## src/rtl/span_pixel_writer.sv

```systemverilog
// span_pixel_writer: single-pixel and horizontal-span fills, plus full-screen
// clears, turned into masked, burst-packed MCB write traffic (8bpp RGB332).
//
// Ports
//   clk, rst             clock, async active-high reset
//   clear_req/clear_rgb  clear whole screen to a colour; clear_done = idle of clears
//   req_*                draw request (valid/ready), req_drop pulses on discard
//   mem_cmd_*            MCB command port (write only)
//   mem_wr_*             MCB write-data port, mask bit k = pixel x%4==k not written
module span_pixel_writer #(
  parameter int X_W         = 8,
  parameter int Y_W         = 8,
  parameter int SCREEN_H    = 192,
  parameter int BURST_WORDS = 64,
  parameter logic [29-X_W-Y_W:0] MEM_PREFIX = '0
) (
  input  logic           clk,
  input  logic           rst,
  input  logic           clear_req,
  input  logic [7:0]     clear_rgb,
  output logic           clear_done,
  input  logic           req_valid,
  output logic           req_ready,
  input  logic           req_span,
  input  logic [7:0]     req_rgb,
  input  logic [X_W-1:0] req_x,
  input  logic [Y_W-1:0] req_y,
  input  logic [X_W:0]   req_len,
  output logic           req_drop,
  output logic           mem_cmd_en,
  output logic [2:0]     mem_cmd_instr,
  output logic [5:0]     mem_cmd_bl,
  output logic [29:0]    mem_cmd_byte_addr,
  input  logic           mem_cmd_full,
  output logic           mem_wr_en,
  output logic [3:0]     mem_wr_mask,
  output logic [31:0]    mem_wr_data,
  input  logic           mem_wr_full
);

  localparam int WD_W = X_W - 2;

  localparam logic [X_W+1:0] ROW_PX   = (X_W+2)'(2**X_W);
  localparam logic [X_W+1:0] PX_ONE   = (X_W+2)'(1);
  localparam logic [Y_W-1:0] LAST_ROW = Y_W'(SCREEN_H - 1);
  localparam logic [Y_W-1:0] Y_ONE    = Y_W'(1);
  localparam logic [WD_W-1:0] W_ONE   = WD_W'(1);
  localparam logic [5:0]     BL_MAX   = 6'(BURST_WORDS - 1);

  typedef enum logic [2:0] {
    IDLE, CLR_DATA, CLR_CMD, SPAN_DATA, SPAN_CMD
  } state_t;

  state_t          state_q, state_d;
  logic [Y_W-1:0]  y_q, y_d;
  logic [WD_W-1:0] word_q, word_d;
  logic [WD_W-1:0] w0_q, w0_d;
  logic [WD_W-1:0] w1_q, w1_d;
  logic [WD_W-1:0] bstart_q, bstart_d;
  logic [5:0]      bcnt_q, bcnt_d;
  logic [1:0]      fl_q, fl_d;
  logic [1:0]      el_q, el_d;
  logic [7:0]      rgb_q, rgb_d;
  logic            fin_q, fin_d;
  logic            pend_q, pend_d;
  logic [7:0]      prgb_q, prgb_d;
  logic            done_q, done_d;
  logic            drop_q, drop_d;
  logic [5:0]      bl_q, bl_d;
  logic [29:0]     addr_q, addr_d;
  logic [3:0]      mask_q, mask_d;
  logic [31:0]     data_q, data_d;

  logic [X_W+1:0]  sum_c, end_c;
  logic [X_W-1:0]  last_c;
  logic            bad_c;
  logic            go_free;
  logic [7:0]      ccol;

  // Masked lanes: below the first pixel on the first word,
  // above the last pixel on the last word.
  function automatic logic [3:0] lane_mask(
    input logic [WD_W-1:0] w,
    input logic [WD_W-1:0] a0,
    input logic [WD_W-1:0] a1,
    input logic [1:0]      f,
    input logic [1:0]      e
  );
    logic [3:0] m;
    m = '0;
    if (w == a0) m = m | 4'((5'd1 << f) - 5'd1);
    if (w == a1) m = m | 4'(~((5'd2 << e) - 5'd1));
    return m;
  endfunction

  assign mem_wr_en = (state_q == CLR_DATA || state_q == SPAN_DATA)
                     && !mem_wr_full && !rst;
  assign mem_cmd_en = (state_q == CLR_CMD || state_q == SPAN_CMD)
                      && !mem_cmd_full && !rst;
  assign req_ready = (state_q == IDLE) && done_q && !clear_req;

  assign mem_cmd_instr     = 3'b000;
  assign mem_cmd_bl        = bl_q;
  assign mem_cmd_byte_addr = addr_q;
  assign mem_wr_mask       = mask_q;
  assign mem_wr_data       = data_q;
  assign clear_done        = done_q;
  assign req_drop          = drop_q;

  // Request decode: clipped span end and last pixel.
  always_comb begin
    sum_c = {2'b00, req_x} + {1'b0, req_len};
    if (!req_span) end_c = {2'b00, req_x} + PX_ONE;
    else if (sum_c > ROW_PX) end_c = ROW_PX;
    else end_c = sum_c;
    last_c = X_W'(end_c - PX_ONE);
    bad_c = (req_y > LAST_ROW) || (req_span && req_len == '0);
  end

  always_comb begin
    state_d  = state_q;
    y_d      = y_q;
    word_d   = word_q;
    w0_d     = w0_q;
    w1_d     = w1_q;
    bstart_d = bstart_q;
    bcnt_d   = bcnt_q;
    fl_d     = fl_q;
    el_d     = el_q;
    rgb_d    = rgb_q;
    fin_d    = fin_q;
    pend_d   = pend_q;
    prgb_d   = prgb_q;
    done_d   = done_q;
    drop_d   = 1'b0;
    bl_d     = bl_q;
    addr_d   = addr_q;
    mask_d   = mask_q;
    data_d   = data_q;
    go_free  = 1'b0;
    ccol     = clear_req ? clear_rgb : prgb_q;

    if (clear_req) begin
      pend_d = 1'b1;
      prgb_d = clear_rgb;
      done_d = 1'b0;
    end

    unique case (state_q)
      IDLE: begin
        if (clear_req || pend_q) begin
          go_free = 1'b1;
        end else if (req_valid && req_ready) begin
          if (bad_c) begin
            drop_d = 1'b1;
          end else begin
            state_d  = SPAN_DATA;
            y_d      = req_y;
            w0_d     = req_x[X_W-1:2];
            w1_d     = last_c[X_W-1:2];
            word_d   = req_x[X_W-1:2];
            bstart_d = req_x[X_W-1:2];
            bcnt_d   = '0;
            fl_d     = req_x[1:0];
            el_d     = last_c[1:0];
            rgb_d    = req_rgb;
            data_d   = {4{req_rgb}};
            mask_d   = lane_mask(req_x[X_W-1:2], req_x[X_W-1:2],
                                 last_c[X_W-1:2], req_x[1:0], last_c[1:0]);
          end
        end
      end
      CLR_DATA, SPAN_DATA: begin
        if (mem_wr_en) begin
          bcnt_d = bcnt_q + 6'd1;
          word_d = word_q + W_ONE;
          mask_d = lane_mask(word_q + W_ONE, w0_q, w1_q, fl_q, el_q);
          if (word_q == w1_q || bcnt_q == BL_MAX) begin
            state_d = (state_q == CLR_DATA) ? CLR_CMD : SPAN_CMD;
            bl_d    = bcnt_q;
            addr_d  = {MEM_PREFIX, y_q, bstart_q, 2'b00};
            fin_d   = (word_q == w1_q);
          end
        end
      end
      SPAN_CMD: begin
        if (mem_cmd_en) begin
          if (fin_q) begin
            go_free = 1'b1;
          end else begin
            state_d  = SPAN_DATA;
            bstart_d = word_q;
            bcnt_d   = '0;
          end
        end
      end
      CLR_CMD: begin
        if (mem_cmd_en) begin
          if (clear_req || pend_q) begin
            go_free = 1'b1;
          end else if (fin_q && y_q == LAST_ROW) begin
            state_d = IDLE;
            done_d  = 1'b1;
          end else begin
            // word_q has already wrapped to 0 at the end of a row
            state_d  = CLR_DATA;
            bstart_d = word_q;
            bcnt_d   = '0;
            if (fin_q) y_d = y_q + Y_ONE;
          end
        end
      end
      default: state_d = IDLE;
    endcase

    // Between requests/bursts: a pending clear (re)starts at row 0.
    if (go_free) begin
      if (clear_req || pend_q) begin
        state_d  = CLR_DATA;
        y_d      = '0;
        word_d   = '0;
        w0_d     = '0;
        w1_d     = '1;
        bstart_d = '0;
        bcnt_d   = '0;
        fl_d     = 2'd0;
        el_d     = 2'd3;
        rgb_d    = ccol;
        data_d   = {4{ccol}};
        mask_d   = 4'b0000;
        pend_d   = 1'b0;
        done_d   = 1'b0;
      end else begin
        state_d = IDLE;
      end
    end
  end

  always_ff @(posedge clk or posedge rst) begin
    if (rst) begin
      state_q  <= CLR_DATA;
      y_q      <= '0;
      word_q   <= '0;
      w0_q     <= '0;
      w1_q     <= '1;
      bstart_q <= '0;
      bcnt_q   <= '0;
      fl_q     <= 2'd0;
      el_q     <= 2'd3;
      rgb_q    <= 8'h00;
      fin_q    <= 1'b0;
      pend_q   <= 1'b0;
      prgb_q   <= 8'h00;
      done_q   <= 1'b0;
      drop_q   <= 1'b0;
      bl_q     <= '0;
      addr_q   <= '0;
      mask_q   <= '0;
      data_q   <= '0;
    end else begin
      state_q  <= state_d;
      y_q      <= y_d;
      word_q   <= word_d;
      w0_q     <= w0_d;
      w1_q     <= w1_d;
      bstart_q <= bstart_d;
      bcnt_q   <= bcnt_d;
      fl_q     <= fl_d;
      el_q     <= el_d;
      rgb_q    <= rgb_d;
      fin_q    <= fin_d;
      pend_q   <= pend_d;
      prgb_q   <= prgb_d;
      done_q   <= done_d;
      drop_q   <= drop_d;
      bl_q     <= bl_d;
      addr_q   <= addr_d;
      mask_q   <= mask_d;
      data_q   <= data_d;
    end
  end

endmodule

```

## config.mk

```make
export PLATFORM = sky130hd
export DESIGN_NAME = span_pixel_writer
export DESIGN_NICKNAME = d
export VERILOG_FILES = /design/src/rtl/span_pixel_writer.sv
export SDC_FILE = /design/constraint.sdc
export NUM_CORES = 1
export LEC_CHECK = 0
export BUFFER_PORTS_ARGS = -buffer_cell sky130_fd_sc_hd__buf_4
export CAP_MARGIN = 5
export CORE_MARGIN = 5
export CORE_UTILIZATION = 51
export DETAILED_ROUTE_END_ITERATION = 16
export PLACE_DENSITY = 0.8
export SYNTH_ARGS = -nofsm -noshare
export SYNTH_HDL_FRONTEND = slang
export SYNTH_SLANG_ARGS = --single-unit
```

## constraint.sdc

```tcl
create_clock -name clk -period 7.3 [get_ports clk]
set_input_delay 0.73 -clock clk [delete_from_list [all_inputs] [get_ports clk]]
set_output_delay 0.73 -clock clk [all_outputs]
set_load 0.05 [all_outputs]
```

==> key figures, run 1 <==
Final layout
  – Layout Nets: 884
  – Share of cells above drive strength 1: 24.10%
  – Design area: 0.008128 mm2
  – Most frequent cells in the layout: 114 x buf_4, 104 x dfrtp_1, 92 x nand2_1
  – Area delta synth->final: 22.08%
  – Number of diodes: 0
  – Non-filler instance count after layout: 1002
  – Leading cell type in the layout, fill and taps excluded: buf_4

Yosys
  – Yosys cell types: 74
  – Seq cells post-synth: 113
  – Seq/Total Area, Yosys: 42.64%
  – Netlist Area Pre-Place: 0.006658 mm2
  – Asr flop ratio synth: 100.0%
  – Synth warn: 0
  – Area contributors post-synth: dfrtp_1 39%, a21oi_1 6.7%, nand2_1 5.2%, mux2_2 4.6%, dfstp_2 3.6%
  – Largest area contributor in the netlist: dfrtp_1
  – Cells after Synth: 723
  – Main synth FF type: dfrtp_1
  – Post-synth EDFFs: 0
  – Share of the synthesized area in the top cell type: 39.09%
  – Syn avg cell area: 9.208 um2

CTS
  – Post-CTS Repair Setup Buffers: 0
  – CTS tree: done
  – CTS Buf Count: 17
  – Reg clk slew, reported paths: 0.05 ns
  – Hold_buf cts: 0
  – Root Buffer: clkbuf_16
  – CTS Buffer Depth: 2
  – # clock sinks: 113
  – Htree depth: 4
  – # resized after CTS: 0
  – Worst skew pair latency: 0.41 ns

Timing
  – Worst slew margin relative to its limit: 33.11%
  – Unrepaired setup endpoints after global routing: no
  – Final period utilization: 65.35%
  – Setup violators final: 0
  – Final max-slew violation count: 0
  – Tightest Pin Transition: 0.9942 ns
  – Max Clk Rate: 209.6 MHz
  – Final min period: 4.770 ns
  – Setup TNS: 0 ns
  – Fin worst setup slack: 2.530 ns
  – Count of final hold-check violations: 0
  – Setup Skew: 0.005601 ns

Global routing
  – GRT Overall Usage: 22.32%
  – Vias in the first global route: 5593
  – First-pass GRT wire length: 28.54 mm
  – Gr ovfl total: 0
  – Initial antenna violation count: 0
  – Largest net degree at the start of global routing: 76

Pwr
  – PwrDens: 341.4 mW/mm2
  – Max VDD drop: 188.5 uV
  – Final total power: 2.775 mW
  – Pleak: 3.779 nW

Placement
  – # port buffers: 108
  – DPL Wire Length: 12.55 mm
  – Pre-CTS setup slack: 2.176 ns
  – Placed instance count: 970
  – RD Place Congestion: 0.9180
  – Placed inst area: 0.007513 mm2

Min path
  – Worst Hold Class: input port to async pin

Route
  – Detailed-route wire length per cell: 17.34 um
  – DRT Pass-1 Iters: 7
  – Post-Route WL: 17.38 mm
  – # DRC: 0
  – Iteration-0 DRC Markers: 618
  – ANT nets after route: 0
  – Vias per cell: 5.804
  – Vias: 5816

Floorplan
  – Core ar.: 0.01272 mm2
  – Die Wd: 124.3 um
  – Die height: 124.3 um
  – Initial Utilization: 52.33%
  – Num rows: 41
  – Ports: 128
  – Die area: 0.01544 mm2

Worst setup path
  – Slowest-stage cell, CP: fa_1
  – Setup crit end kind: flop
  – Worst endpoint required time: 7.59 ns
  – Crit path max-delay family: compound AO/OA/AOI/OAI gates
  – Worst Path Arrival: 5.06 ns
  – Max FO, Critical Path: 9
  – R2R depth: 8
  – CP Cell Sequence: buf_4 -> ha_1 -> inv_1 -> fa_1 -> nand2b_1 -> a21o_1 -> a31o_1 -> or2_2 -> a41o_1 -> and2_1 -> a22oi_1 -> ha_1 -> nand3_1 -> o21ai_0 -> a31oi_1 -> nor3_1 -> o21ai_0 -> xnor2_1 -> xor2_1 -> o2111ai_2 -> o31ai_1
  – Buf/Inv on CP: 2
  – Critical Path Stages: 21
  – Slowest Stage Delay on Critical Path: 0.38 ns
  – CP Class: input port to flop
  – Startpoint Class: input port

Job
  – Total of max-cap violations: 0

Outcome
  – Status: finished, final reports clean
worst paths after layout:
kind	slack, ns	to	start
min in group clk	0.50	prgb_q[1]	prgb_q[1]
max reg2reg	3.76	mem_wr_data[7]	state_q[2]
min reg2reg	0.50	prgb_q[1]	prgb_q[1]
max in group asynchronous	5.63	mem_wr_mask[3]	rst
min	0.37	mem_cmd_bl[5]	rst
max	2.53	mem_wr_mask[3]	req_x[0]
synth_stat cells (4+ instances only):
| library cell | number |
|---|---|
| o211ai_1 | 11 |
| or3_1 | 4 |
| dfrtp_1 | 104 |
| xor2_1 | 19 |
| nand4_1 | 11 |
| nor2b_1 | 4 |
| a222oi_1 | 8 |
| nor4_1 | 4 |
| mux2_2 | 27 |
| nand2_1 | 92 |
| clkbuf_1 | 30 |
| and2_1 | 6 |
| a21oi_1 | 89 |
| dfstp_2 | 9 |
| nor2_1 | 63 |
| nand3_1 | 17 |
| buf_2 | 4 |
| nor3_1 | 17 |
| a21o_1 | 4 |
| inv_1 | 14 |
| and4_1 | 4 |
| ha_1 | 18 |
| a31oi_1 | 6 |
| and3_1 | 4 |
| o21ai_0 | 34 |
| buf_4 | 20 |
| xnor2_1 | 20 |
| nand2b_1 | 7 |
| a22oi_1 | 6 |
report_power, final:
part | switching, mW | leakage [nW] | internal (mW)
logic | 0.749 | 2.07 | 0.337
clock network | 0.290 | 0.291 | 0.553
registers | 0.101 | 1.42 | 0.745
per-stage QoR:
| stage | hold WS (ns) | util [%] |
|---|---|---|
| 2_1_floorplan | 0.4724 | - |
| 3_3_place_gp | 0.4789 | 59.06 |
| 3_5_place_dp | 0.4863 | 59.06 |
| 4_1_cts | 0.3938 | 63.89 |
| 5_1_grt | 0.4264 | 63.89 |
| 6_report | 0.3740 | 63.89 |
state kept, by name (all words and copies together) (netlist names):
signal             count
bcnt_q                 6
mem_cmd_byte_addr     14
prgb_q                 8
fin_q                  1
el_q                   2
mem_wr_mask            4
mem_cmd_bl             6
w1_q                   6
pend_q                 1
y_q                    8
mem_wr_data           32
bstart_q               6
clear_done             1
state_q                3
fl_q                   2
word_q                 6
w0_q                   6
req_drop               1
routing by layer:
layer / vias to the layer above / part of all wire [%] / GRT usage, %
met2: 227 / 49 / 37.05
met1: 2803 / 42 / 29.12
li1: 2758 / - / -
met5: - / 0 / 0
met4: 0 / 1.8 / 7.092
met3: 28 / 6.8 / 4.931
final cells by class:
cell class / instances / area (um2)
multi-input cells: 557 / 3548
repair buffers: 114 / 855.8
flip-flops and latches: 113 / 2839
clock buffers: 19 / 452.9
fillers: 1095 / 4594
inverters: 14 / 55.05
well taps: 172 / 215.2
clock inverters: 13 / 161.4
kinds of logic (layout without fill, tap and decap cells):
logic type,after synthesis,count (layout),synth area share [%]
adders and majority gates,19,19,3.684
other,1,19,0.05633
AOI/OAI and AO/OA,201,201,19.56
and+or+nand+nor,246,246,17.37
xor gates and xnor gates,43,43,6.502
DFF,113,113,42.64
muxes,29,29,4.943
buffers and inverters,71,160,5.243
No activity file was read; power rests on OpenSTA's default activity.
==> run 2, diff against run 1 <==
--- a/config.mk
+++ b/config.mk
@@ -10,7 +10,7 @@
 export CORE_MARGIN = 5
 export CORE_UTILIZATION = 51
 export DETAILED_ROUTE_END_ITERATION = 16
-export PLACE_DENSITY = 0.8
+export PLACE_DENSITY = 0.83
 export SYNTH_ARGS = -nofsm -noshare
 export SYNTH_HDL_FRONTEND = slang
 export SYNTH_SLANG_ARGS = --single-unit
==> constraint.sdc (replaced) <==
create_clock -name clk -period 4.3 [get_ports clk]
set_input_delay 0.43 -clock clk [delete_from_list [all_inputs] [get_ports clk]]
set_output_delay 0.43 -clock clk [all_outputs]
set_load 0.05 [all_outputs]
==> key figures, run 2 (same netlist as run 1, synthesis figures left out) <==
Worst setup path
  – FF-to-FF Start: state_q[2]
  – Worst endpoint required time: 4.62 ns
  – R2R Path End: y_q[1]
  – R2R depth: 7
  – Setup crit end kind: flop
  – Worst Path Arrival: 4.27 ns
  – Startpoint Class: input port
  – CP Class: input port to flop
  – Max FO, Critical Path: 4
  – R2R setup slack: 0.66 ns

Pwr
  – Switching share of total power: 41.76%
  – Final total power: 4.769 mW
  – NetSw: 1.992 mW
  – Max VDD drop: 350.1 uV
  – Flop pwr share: 30.1%
  – Internal power: 2.778 mW
  – Combinational power share: 39.7%
  – Clk pwr share: 30.1%
  – Pleak: 3.872 nW
  – PwrDens: 576.0 mW/mm2

Timing
  – Final hold slack: 0.2579 ns
  – Worst slew margin relative to its limit: 32.04%
  – Count of final hold-check violations: 0
  – Setup Skew: 0.005670 ns
  – Final min period: 3.951 ns
  – Tightest Pin Transition: 1.019 ns
  – Setup violators final: 0
  – Fin worst setup slack: 0.3489 ns
  – Final max-slew violation count: 0
  – Max Clk Rate: 253.1 MHz
  – Unrepaired setup endpoints after global routing: no
  – Final period utilization: 91.89%

CTS
  – Htree depth: 4
  – CTS tree: done
  – # clock sinks: 113
  – Worst skew pair latency: 0.42 ns
  – Root Buffer: clkbuf_16
  – Hold_buf cts: 0
  – CTS Buf Count: 17
  – CTS Buffer Depth: 2
  – Reg clk slew, reported paths: 0.06 ns

Route
  – DRT Pass-1 Iters: 7
  – # DRC: 0
  – Post-Route WL: 17.71 mm
  – ANT nets after route: 0
  – Detailed-route wire length per cell: 17.33 um
  – Vias per cell: 5.853
  – Iteration-0 DRC Markers: 530
  – Vias: 5982

Floorplan
  – Initial Utilization: 52.33%
  – Num rows: 41
  – Die Wd: 124.3 um
  – Core ar.: 0.01272 mm2
  – Die area: 0.01544 mm2
  – Ports: 128
  – Die height: 124.3 um

Outcome
  – Status: finished, final reports clean

Global routing
  – GRT Overall Usage: 23.05%
  – Vias in the first global route: 5797
  – Largest net degree at the start of global routing: 88
  – Initial antenna violation count: 0
  – Gr ovfl total: 0
  – First-pass GRT wire length: 29.39 mm

Final layout
  – Max reg flops: 32
  – Share of cells above drive strength 1: 26.12%
  – Layout Nets: 904
  – Most frequent cells in the layout: 134 x buf_4, 104 x dfrtp_1, 92 x nand2_1
  – Util after Layout: 65.09%
  – Leading cell type in the layout, fill and taps excluded: buf_4
  – Design area: 0.008280 mm2
  – Number of diodes: 0
  – Area delta synth->final: 24.38%

Placement
  – DPL Wire Length: 12.58 mm
  – Placed inst area: 0.007656 mm2
  – RD Place Congestion: 0.9068
  – # port buffers: 108
  – Pre-CTS setup slack: -0.1263 ns

Min path
  – Hold Crit Start: clear_rgb[3]
  – Hold Crit Depth: 2
  – Worst Hold Class: input port to flop
  – Hold Path Sink: prgb_q[3]

Job
  – Total of max-cap violations: 0
-- run 2: cell type report --
type | instances | area [um2]
Fill cell | 1020 | 4442
Multi-Input combinational cell | 557 | 3556
Sequential cell | 113 | 2839
Timing Repair Buffer | 134 | 1006
Clock buffer | 17 | 425.4
Tap cell | 172 | 215.2
Clock inverter | 15 | 183.9
Inverter | 14 | 55.05
-- run 2: power by group through the flow --
stage | clock [mW] | sequential, mW | combinational, mW
floorplan | 0 | 1.89 | 0.860
global placement | 0 | 1.44 | 1.84
detailed placement | 0 | 1.44 | 1.87
CTS | 1.45 | 1.43 | 1.89
global route | 1.51 | 1.47 | 2.02
finish | 1.44 | 1.44 | 1.90
-- run 2: how the worst max path moves through the flow --
stage / to / from / slack (ns) / depth (start not counted)
after global routing: mem_wr_mask[3] / req_x[0] / 0.004 / 21
after global placement: mem_wr_mask[1] / req_x[0] / 0.04 / 21
after CTS: mem_wr_mask[1] / req_x[0] / 0.29 / 21
final: mem_wr_mask[1] / req_x[0] / 0.35 / 21
after detailed placement: mem_wr_mask[1] / req_x[0] / -0.13 / 21
after floorplan: mem_wr_mask[1] / req_x[0] / 0.08 / 20
-- run 2: what timing repair did --
action / CTS / global route
resized for setup: 0 / 2
setup endpoints to repair: 0 / 2
endpoints found under the hold margin: 0 / 0
setup buffers: 0 / 1
-- run 2: per-layer routing --
metal  vias to the layer above  global-route usage (%)  wire length, um
met2                       265                   37.69             8654
met4                         0                   8.446              522
met1                      2876                   29.10             7254
met5                         -                       0                0
li1                       2797                       -                -
met3                        44                   6.604             1277
-- run 2: stage by stage --
step	TNS, ns	cells
floorplan	0	741
global placement	0	989
detailed placement	-0.2567	989
CTS	0	1021
global route	0	1022
finish	0	1022
-- run 2: worst max-delay path: stages --
cell and delay (ns):
buf_4 0.09, ha_1 0.15, inv_1 0.06, fa_1 0.39
nand2b_1 0.19, a21o_1 0.19, a31o_1 0.19, or2_2 0.27
a41o_1 0.22, and2_1 0.19, a22oi_1 0.22, ha_2 0.26
nand3_1 0.08, o21ai_0 0.15, a31oi_1 0.09, nor3_1 0.14
o21ai_0 0.12, xnor2_1 0.23, xor2_1 0.20, o2111ai_2 0.18
o31ai_1 0.25
